`src/rtl/hamming_pkg.sv`:
```
// ============================================================================
//  Module   : hamming_pkg
//  Purpose  : Shared Hamming(7,4) widths, bit positions and syndrome helper.
//  Revision : 1.0 - initial release
// ============================================================================
`default_nettype none

package hamming_pkg;

   localparam int CODE_W = 7;
   localparam int DATA_W = 4;
   localparam int SYN_W  = 3;

   // Codeword bit positions, matching the encoder output order
   localparam int BIT_P0 = 0;
   localparam int BIT_P1 = 1;
   localparam int BIT_D0 = 2;
   localparam int BIT_P2 = 3;
   localparam int BIT_D1 = 4;
   localparam int BIT_D2 = 5;
   localparam int BIT_D3 = 6;

   function automatic logic [SYN_W-1:0] calc_syndrome(input logic [CODE_W-1:0] c);
      logic [SYN_W-1:0] s;
      s[0] = c[BIT_P0] ^ c[BIT_D0] ^ c[BIT_D1] ^ c[BIT_D3];
      s[1] = c[BIT_P1] ^ c[BIT_D0] ^ c[BIT_D2] ^ c[BIT_D3];
      s[2] = c[BIT_P2] ^ c[BIT_D1] ^ c[BIT_D2] ^ c[BIT_D3];
      return s;
   endfunction

endpackage

`default_nettype wire

```
`src/rtl/hamming_correct.sv`:
```
// ============================================================================
//  Module   : hamming_correct
//  Purpose  : Combinational single-error correction and data extraction.
//  Revision : 1.0 - initial release
// ============================================================================
`default_nettype none

module hamming_correct
   import hamming_pkg::*;
(
   input  logic [CODE_W-1:0] code,
   input  logic [SYN_W-1:0]  syndrome,
   output logic [DATA_W-1:0] data,
   output logic              corrected
);

   logic [CODE_W-1:0] w_flip;
   logic [CODE_W-1:0] w_fixed;

   // One-hot flip mask: syndrome k selects bit k-1, syndrome 0 selects nothing
   generate
      for (genvar i = 0; i < CODE_W; i++) begin : g_flip
         assign w_flip[i] = (syndrome == SYN_W'(i + 1));
      end
   endgenerate

   assign w_fixed   = code ^ w_flip;
   assign data      = {w_fixed[BIT_D3], w_fixed[BIT_D2], w_fixed[BIT_D1], w_fixed[BIT_D0]};
   assign corrected = |syndrome;

endmodule

`default_nettype wire

```
`src/rtl/hamming_decode_pipe.sv`:
```
// ============================================================================
//  Module   : hamming_decode_pipe
//  Purpose  : Two-stage valid/ready Hamming(7,4) SEC decoder with a
//             saturating corrected-word counter.
//  Revision : 1.0 - initial release
// ============================================================================
`default_nettype none

module hamming_decode_pipe
   import hamming_pkg::*;
#(
   parameter int CNT_W = 16
)
(
   input  logic              clk,
   input  logic              rst_n,
   input  logic [6:0]        code_in,
   input  logic              in_valid,
   output logic              in_ready,
   output logic [3:0]        data_out,
   output logic              out_valid,
   input  logic              out_ready,
   output logic              out_corrected,
   output logic [2:0]        out_syndrome,
   input  logic              cnt_clr,
   output logic [CNT_W-1:0]  corr_count
);

   logic              r_s1_v;
   logic [CODE_W-1:0] r_s1_code;
   logic [SYN_W-1:0]  r_s1_syn;

   logic              r_s2_v;
   logic [DATA_W-1:0] r_s2_data;
   logic              r_s2_corr;
   logic [SYN_W-1:0]  r_s2_syn;

   logic [CNT_W-1:0]  r_cnt;

   logic              w_s2_adv;
   logic              w_s1_adv;
   logic              w_accept;
   logic              w_out_hs;
   logic [DATA_W-1:0] w_fix_data;
   logic              w_fix_corr;

   assign w_s2_adv = !r_s2_v || out_ready;
   assign w_s1_adv = !r_s1_v || w_s2_adv;
   assign w_accept = in_valid && w_s1_adv;
   assign w_out_hs = r_s2_v && out_ready;

   always_ff @(posedge clk or negedge rst_n) begin
      if (!rst_n) begin
         r_s1_v    <= 1'b0;
         r_s1_code <= '0;
         r_s1_syn  <= '0;
      end else if (w_s1_adv) begin
         r_s1_v <= in_valid;
         if (w_accept) begin
            r_s1_code <= code_in;
            r_s1_syn  <= calc_syndrome(code_in);
         end
      end
   end

   hamming_correct u_correct (
      .code      (r_s1_code),
      .syndrome  (r_s1_syn),
      .data      (w_fix_data),
      .corrected (w_fix_corr)
   );

   // Payload only moves with a real word so idle outputs keep the last value
   always_ff @(posedge clk or negedge rst_n) begin
      if (!rst_n) begin
         r_s2_v    <= 1'b0;
         r_s2_data <= '0;
         r_s2_corr <= 1'b0;
         r_s2_syn  <= '0;
      end else if (w_s2_adv) begin
         r_s2_v <= r_s1_v;
         if (r_s1_v) begin
            r_s2_data <= w_fix_data;
            r_s2_corr <= w_fix_corr;
            r_s2_syn  <= r_s1_syn;
         end
      end
   end

   always_ff @(posedge clk or negedge rst_n) begin
      if (!rst_n) begin
         r_cnt <= '0;
      end else if (cnt_clr) begin
         r_cnt <= '0;
      end else if (w_out_hs && r_s2_corr && !(&r_cnt)) begin
         r_cnt <= r_cnt + 1'b1;
      end
   end

   assign in_ready      = w_s1_adv;
   assign out_valid     = r_s2_v;
   assign data_out      = r_s2_data;
   assign out_corrected = r_s2_corr;
   assign out_syndrome  = r_s2_syn;
   assign corr_count    = r_cnt;

endmodule

`default_nettype wire

```
`config.mk`:
```
export PLATFORM = sky130hd
export DESIGN_NAME = hamming_decode_pipe
export DESIGN_NICKNAME = d
export VERILOG_FILES = /design/src/rtl/hamming_pkg.sv /design/src/rtl/hamming_correct.sv /design/src/rtl/hamming_decode_pipe.sv
export SDC_FILE = /design/constraint.sdc
export NUM_CORES = 1
export LEC_CHECK = 0
export CAP_MARGIN = 0
export CELL_PAD_IN_SITES_DETAIL_PLACEMENT = 1
export CELL_PAD_IN_SITES_GLOBAL_PLACEMENT = 1
export CORE_MARGIN = 4
export CORE_UTILIZATION = 30
export DETAILED_ROUTE_END_ITERATION = 16
export PLACE_DENSITY = 0.68
export SYNTH_ARGS = -nofsm -noshare
export SYNTH_HDL_FRONTEND = slang
export SYNTH_SLANG_ARGS = --single-unit
export TNS_END_PERCENT = 20
```
`constraint.sdc`:
```
create_clock -name clk -period 2.5 [get_ports clk]
set_clock_uncertainty 0.15 [all_clocks]
set_input_delay 0.375 -clock clk [delete_from_list [all_inputs] [get_ports clk]]
set_output_delay 0.375 -clock clk [all_outputs]
set_load 0.01 [all_outputs]
```
Word level (Yosys, flattened, before mapping)
Cells that the tools add are included.

operators by class
  add/subtract/negate cells = 1
  $mul = 0
  div/mod/pow operators = 0
  $lt $le $gt $ge = 0
  eq/ne operators = 7
  shift operators = 0
  muxes and demuxes = 2
  bitwise operators = 10
  reduce and logical (&&, ||, !) cells = 14

operator list
  kind                   number
  $mux 16                2
  $add 16x1->16 const B  1
  $reduce_and 16->1      1
  $eq 3x3->1 const B     4
  $xor 1x1->1            9
  $xor 7x7->7            1
  $eq 3x2->1 const B     2
  $logic_and 1x1->1      4
  $reduce_and 2->1       2
  $eq 3x1->1 const B     1
  $logic_not 1->1        3
  $reduce_or 3->1        1
  $logic_or 1x1->1       2
  $reduce_bool 2->1      1

word-level totals
  register bits after elaboration = 36
  bits in latches = 0
  RAM bits = 0
  ROM bits = 0
  input port bits = 12
  output and inout port bits = 26
  logic and storage cells = 42
  memories kept = 0

Longest topological paths before layout
Gate-level depths: netlist of run 1.

  depth after elaboration = 5
  depth in mapped cells = 7
  gate-level depth less buffers = 5

Modules after synthesis
From an unflattened synthesis of run 1, not the netlist that was laid out.

second synthesis, totals
  cell total of the unflattened synthesis = 169
  area, all modules = 1849.3 µm²

modules (own cells, without submodules)
  module               times used  cells an instance  area each (µm²)  sequential area each (µm²)
  hamming_decode_pipe  1           160                1780.5           900.9
  hamming_correct      1           9                  68.8             0.0

Least setup slack after synthesis of run 1
No wires, ideal clock.

  path type = register -> register
  start = reg r_cnt[0], in the netlist corr_count[0]
  end = reg r_cnt[12], in the netlist corr_count[12]
  library setup time = 0.125 ns
  data arrival time = 1.859 ns
  data required time = 2.225 ns
  slack = 0.366 ns
  cell stages (with the launch flop) = 6
  buffers on the path = 0
  clock period less this slack = 2.134 ns
  cell sequence = dfrtp_1 > ha_1 > nand4_1 > or4_4 > and4_1 > mux2_4

on the way
  longest elaborated chain between the ends = 4
  elaborated cells on any way between the ends = 7
  classes of those cells = add/sub: 1; mux: 2; reduce/logical: 4

RTL lines
  what                                                   RTL line                   RTL
  start, declared                                        hamming_decode_pipe.sv:38  logic [CNT_W-1:0] r_cnt;
  start signal, assigned                                 hamming_decode_pipe.sv:96  r_cnt <= r_cnt + 1'b1;
  branches (longest 4 deep; another with $add 16x1->16)  -

Parallel ways; which one is timed is not known. The select of a mux whose other input is x is not followed.
A chain may end at the register's enable or synchronous reset.

Final worst setup path of run 1
Same ends and word-level chain as after synthesis.

==> impl_metrics.py, run 1 <==
metrics = {
    "sta": {
        "worst_pin_slew_ns": 0.443,
        "final-hold-violation-count": 0,
        "tns_ns": 0,
        "clock.fmax_ghz": 0.445,
        "maxSlewHeadroom": 0.704,
        "timing.final.crit_share": 0.900,
        "final.min_clock_period_ns": 2.25,
        "rsz0062_at_grt": "false",
        "maxSlewViolCount": 0,
        "setup_viol": 0,
        "hold-worst-slack_ns": 0.339,
    },
    "yosys": {
        "synth.avg_cell_area_sq_um": 10.1,
        "syn_inst": 167,
        "ys_ff_latch": 33,
        "yosysSeqAreaShare": 0.487,
        "async_flop_share": 1.00,
        "syn_area_sq_um": 1690,
        "synth-edff-count": 0,
        "post_synth_num_cell_types": 34,
        "syn_nets": 180,
        "yosysWarnings": 0,
        "synth_flop_cell": "dfrtp_1",
    },
    "clocking": {
        "cts_max_level": 2,
        "ctsRootBufferMaster": "clkbuf_8",
        "postCtsHoldBufs": 0,
        "insertion_delay_ns": 0.28,
        "clk_pin_slew_ns": 0.07,
        "cts_buffers": 5,
        "post_cts_buffers": 0,
        "cts.sinks": 33,
        "cts_tree": "done",
        "cts_buffer_depth": 2,
        "post_cts_resized": 0,
    },
    "flow_run": {
        "maxCapViolCount": 0,
    },
    "detailed_routing": {
        "vias": 1474,
        "antenna_left": 0,
        "routedWlPerCell_microns": 14.8,
        "dr.pass1.iters": 3,
        "drc": 0,
        "via_per_inst": 5.21,
        "drt-total-wl_microns": 4190,
        "drt_iter0_drc": 81,
    },
    "die": {
        "core_sq_um": 5510,
        "initial_utilization": 0.308,
        "rows": 27,
        "ioPinCount": 38,
        "die_h_microns": 83.1,
        "fp.dieArea_sq_um": 6910,
        "die_w_microns": 83.1,
    },
    "min_path": {
        "hold_path.class": "flip-flop to flip-flop",
        "min_path_cells": 1,
    },
    "placement": {
        "dp_cells": 275,
        "port_buffers": 37,
        "routabilityCongestion": 0.753,
        "hpwl_microns": 3090,
    },
    "worst_setup_path": {
        "path_depth": 5,
        "crit_required_ns": 2.52,
        "ff2ff_path_depth": 5,
        "critPathCaptureType": "flip-flop",
        "cpPeakStageDelay_ns": 0.56,
        "cp.arrival_ns": 2.27,
        "critPathLaunchType": "flip-flop",
        "worstPathCellList": "ha_1, nand4_1, or4_4, and4_1, mux2_4",
        "worst_path_max_delay_cell": "or4_4",
        "path_max_fanout": 7,
        "crit_type": "flip-flop to flip-flop",
        "cp_top_family": "simple AND/OR/NAND/NOR gates",
        "path_buf_inv": 0,
    },
    "status": {
        "status": "finished, final reports clean",
    },
    "finish": {
        "nets": 223,
        "final_cell_mix": "37 x clkdlybuf4s50_1, 33 x dfrtp_1, 15 x nand2_1",
        "area_growth_pct": 34.6,
        "diodes": 0,
        "final_common_cell": "clkdlybuf4s50_1",
        "drive_gt1_frac": 0.0853,
        "fin_cells": 283,
    },
    "power": {
        "p_per_area_nw_per_um2": 643,
        "ir_worst_vdd_mv": 0.331,
        "p_leak_nw": 0.869,
    },
    "global_routing": {
        "grt_usage": 0.127,
        "grt_overflow": 0,
        "grt_max_degree": 34,
        "antenna_found_initial": 0,
        "grt_pass1_wl_microns": 7160,
        "grt_pass1_vias": 1471,
    },
}
-- worst paths after layout --
kind | to | startpoint | slack [ns]
max | corr_count[12] | corr_count[0] | 0.25
min | out_valid | r_s1_v | 0.34
max reg2reg | corr_count[12] | corr_count[0] | 0.25
min reg2reg | out_valid | r_s1_v | 0.34
max in group asynchronous | corr_count[14] | rst_n | 1.54
min in group asynchronous | corr_count[9] | rst_n | 0.35
-- metrics by stage --
step / setup slack, ns / power, mW / utilization / instance area, sq um
detailed placement: 0.263 / 0.954 / 0.392 / 2160
CTS: 0.243 / 1.49 / 0.414 / 2280
global placement: 0.294 / 0.951 / 0.392 / 2160
floorplan: 0.366 / 0.790 / - / 1690
finish: 0.250 / 1.47 / 0.414 / 2280
global route: 0.170 / 1.54 / 0.414 / 2280
-- per-layer routing --
layer  GRT usage  vias to the layer above  routed length, microns
met3      0.0347                        6                     212
met2       0.215                       32                    2070
li1            -                      708                       -
met1       0.153                      728                    1850
met4      0.0461                        0                      55
met5           0                        -                       0
-- report_power, final --
part | internal, mW | total [mW] | leakage (nW) | switching, mW
registers | 0.598 | 0.657 | 0.425 | 0.0590
clock network | 0.324 | 0.528 | 0.0574 | 0.204
logic | 0.156 | 0.281 | 0.386 | 0.125
total | 1.08 | 1.47 | 0.869 | 0.388
-- flip-flops by register name, summed over array words and instances, names as in the netlist --
register	cells
r_s1_v	1
out_corrected	1
r_s1_syn	3
out_syndrome	3
data_out	4
out_valid	1
corr_count	16
r_s1_code	4
-- worst reg2reg max path: stages, from the launching register on --
cell and delay (ns):
dfrtp_1 0.46, ha_1 0.27, nand4_1 0.17, or4_4 0.56
and4_1 0.23, mux2_4 0.29
-- area by class of cell --
class / instances / area [sq um]
clock inverters: 2 / 37.5
well taps: 72 / 90.1
repair buffers: 42 / 408
flip-flops and latches: 33 / 826
inverters: 2 / 7.51
clock buffers: 6 / 82.6
multi-input cells: 126 / 830
fillers: 616 / 3230
-- synth_stat cells (2+ instances only) --
cell / count / area share
a21oi_1: 13 / 0.038
and3_1: 2 / 0.0074
and4_1: 3 / 0.016
buf_1: 2 / 0.0044
clkbuf_1: 2 / 0.0044
dfrtp_1: 33 / 0.49
inv_1: 2 / 0.0044
mux2_1: 8 / 0.053
nand2_1: 15 / 0.033
nand2b_1: 3 / 0.011
nand3_1: 10 / 0.030
nand3b_1: 2 / 0.0089
nand4_1: 6 / 0.022
nor2_1: 5 / 0.011
nor2b_1: 2 / 0.0074
nor3_1: 3 / 0.0089
o21ai_1: 12 / 0.035
o31ai_1: 8 / 0.035
or3_1: 4 / 0.015
or4_1: 8 / 0.035
xnor2_1: 7 / 0.036
xor2_1: 5 / 0.026
-- cell families (layout without fill, tap and decap cells) --
kind of cell               count (synthesis)  count (layout)  synth area share
xor gates and xnor gates                  12              12            0.0620
AOI/OAI and AO/OA                         34              34             0.112
buffers and inverters                      8              52            0.0229
muxes                                      9               9            0.0620
and+or+nand+nor                           70              70             0.246
adders and majority gates                  1               1           0.00738
DFF                                       33              33             0.487
(Power assumes the default switching activity.)
==> run 2: changes to the inputs <==
--- a/config.mk
+++ b/config.mk
@@ -11,6 +11,7 @@
 export CORE_MARGIN = 4
 export CORE_UTILIZATION = 30
 export DETAILED_ROUTE_END_ITERATION = 16
+export MAX_ROUTING_LAYER = met4
 export PLACE_DENSITY = 0.68
 export SYNTH_ARGS = -nofsm -noshare
 export SYNTH_HDL_FRONTEND = slang
==> run 2 against run 1 <==
Compared with the run above:
- register-to-register slack hardly changed
- highest routed layer unchanged
- global-route usage grew 0.32 points
- sequential share of layout area unchanged
- setup slack better by 0.0015 ns
- flip-flop and latch count is the same
- total power hardly changed
- hold slack lost 0.00071 ns
==> impl_metrics.py, run 2 (synthesized netlist as in run 1, its figures left out) <==
metrics = {
    "sta": {
        "clock.fmax_ghz": 0.445,
        "maxSlewHeadroom": 0.705,
        "rsz0062_at_grt": "false",
        "final.min_clock_period_ns": 2.25,
        "finalWorstSetupSlack_ns": 0.252,
        "worst_pin_slew_ns": 0.441,
        "timing.final.crit_share": 0.899,
        "tns_ns": 0,
        "setup_viol": 0,
        "maxSlewViolCount": 0,
        "hold-worst-slack_ns": 0.338,
        "final-hold-violation-count": 0,
    },
    "global_routing": {
        "grt_overflow": 0,
        "antenna_found_initial": 0,
        "grt_pass1_vias": 1473,
        "grt_usage": 0.130,
        "grt_pass1_wl_microns": 7140,
        "grt_max_degree": 34,
    },
    "worst_setup_path": {
        "critPathLaunchType": "flip-flop",
        "crit_type": "flip-flop to flip-flop",
        "path_max_fanout": 7,
        "cp.arrival_ns": 2.27,
        "crit_required_ns": 2.52,
        "critPathCaptureType": "flip-flop",
    },
    "clocking": {
        "cts_buffer_depth": 2,
        "cts_tree": "done",
        "insertion_delay_ns": 0.28,
        "cts_buffers": 5,
        "cts_max_level": 2,
        "cts.sinks": 33,
        "post_cts_resized": 0,
        "post_cts_buffers": 0,
        "clk_pin_slew_ns": 0.07,
        "postCtsHoldBufs": 0,
        "ctsRootBufferMaster": "clkbuf_8",
    },
    "die": {
        "core_sq_um": 5510,
        "die_h_microns": 83.1,
        "ioPinCount": 38,
        "rows": 27,
        "fp.dieArea_sq_um": 6910,
        "initial_utilization": 0.308,
        "die_w_microns": 83.1,
    },
    "finish": {
        "final_common_cell": "clkdlybuf4s50_1",
        "final_util": 0.414,
        "nets": 223,
        "fin_cells": 283,
        "final_cell_mix": "37 x clkdlybuf4s50_1, 33 x dfrtp_1, 15 x nand2_1",
        "drive_gt1_frac": 0.0853,
        "area_growth_pct": 34.6,
        "diodes": 0,
        "stdcell_area_sq_um": 2280,
        "largest_reg_flops": 16,
    },
    "placement": {
        "dp_cells": 275,
        "hpwl_microns": 3090,
        "placed_area_sq_um": 2160,
        "port_buffers": 37,
        "routabilityCongestion": 0.762,
        "dp_slack_ns": 0.263,
    },
    "status": {
        "status": "finished, final reports clean",
    },
    "detailed_routing": {
        "antenna_left": 0,
        "drt-total-wl_microns": 4180,
        "drt_iter0_drc": 67,
        "vias": 1473,
        "dr.pass1.iters": 3,
        "drc": 0,
        "routedWlPerCell_microns": 14.8,
        "via_per_inst": 5.20,
    },
    "power": {
        "ir_worst_vdd_mv": 0.333,
        "power_mw": 1.47,
        "p_per_area_nw_per_um2": 643,
        "p_leak_nw": 0.869,
    },
    "min_path": {
        "hold_path.class": "flip-flop to flip-flop",
    },
    "flow_run": {
        "maxCapViolCount": 0,
    },
}
[run 2: final timing paths]
check | end | from | cells past startpoint | slack [ns]
max in group asynchronous | corr_count[14] | rst_n | 2 | 1.54
worst min-delay path | out_valid | r_s1_v | 1 | 0.34
worst max register to register | corr_count[12] | corr_count[0] | 5 | 0.25
worst max-delay path | corr_count[12] | corr_count[0] | 5 | 0.25
worst min register to register | out_valid | r_s1_v | 1 | 0.34
min in group asynchronous | corr_count[9] | rst_n | 2 | 0.35
[run 2: worst max-delay path, stage by stage, from the launching register on]
cell,delay [ns]
dfrtp_1,0.46
ha_1,0.27
nand4_1,0.17
or4_4,0.56
and4_1,0.23
mux2_4,0.29
[run 2: where the power goes]
part	switching, mW	leakage, nW	total, mW	internal (mW)
sequential	0.0590	0.425	0.657	0.598
clock	0.205	0.0574	0.529	0.324
combinational	0.125	0.386	0.280	0.156
total	0.389	0.869	1.47	1.08
[run 2: area by class of cell]
class | instances | area, sq um
fillers | 616 | 3230
multi-input cells | 126 | 830
flip-flops and latches | 33 | 826
repair buffers | 42 | 408
well taps | 72 | 90.1
clock buffers | 6 | 82.6
clock inverters | 2 | 37.5
inverters | 2 | 7.51
[run 2: metal layers]
layer / share of wire / up-vias / track usage
met5: 0 / - / -
met4: 0.013 / 0 / 0.0461
met2: 0.49 / 32 / 0.215
li1: - / 709 / -
met3: 0.050 / 6 / 0.0347
met1: 0.44 / 726 / 0.152
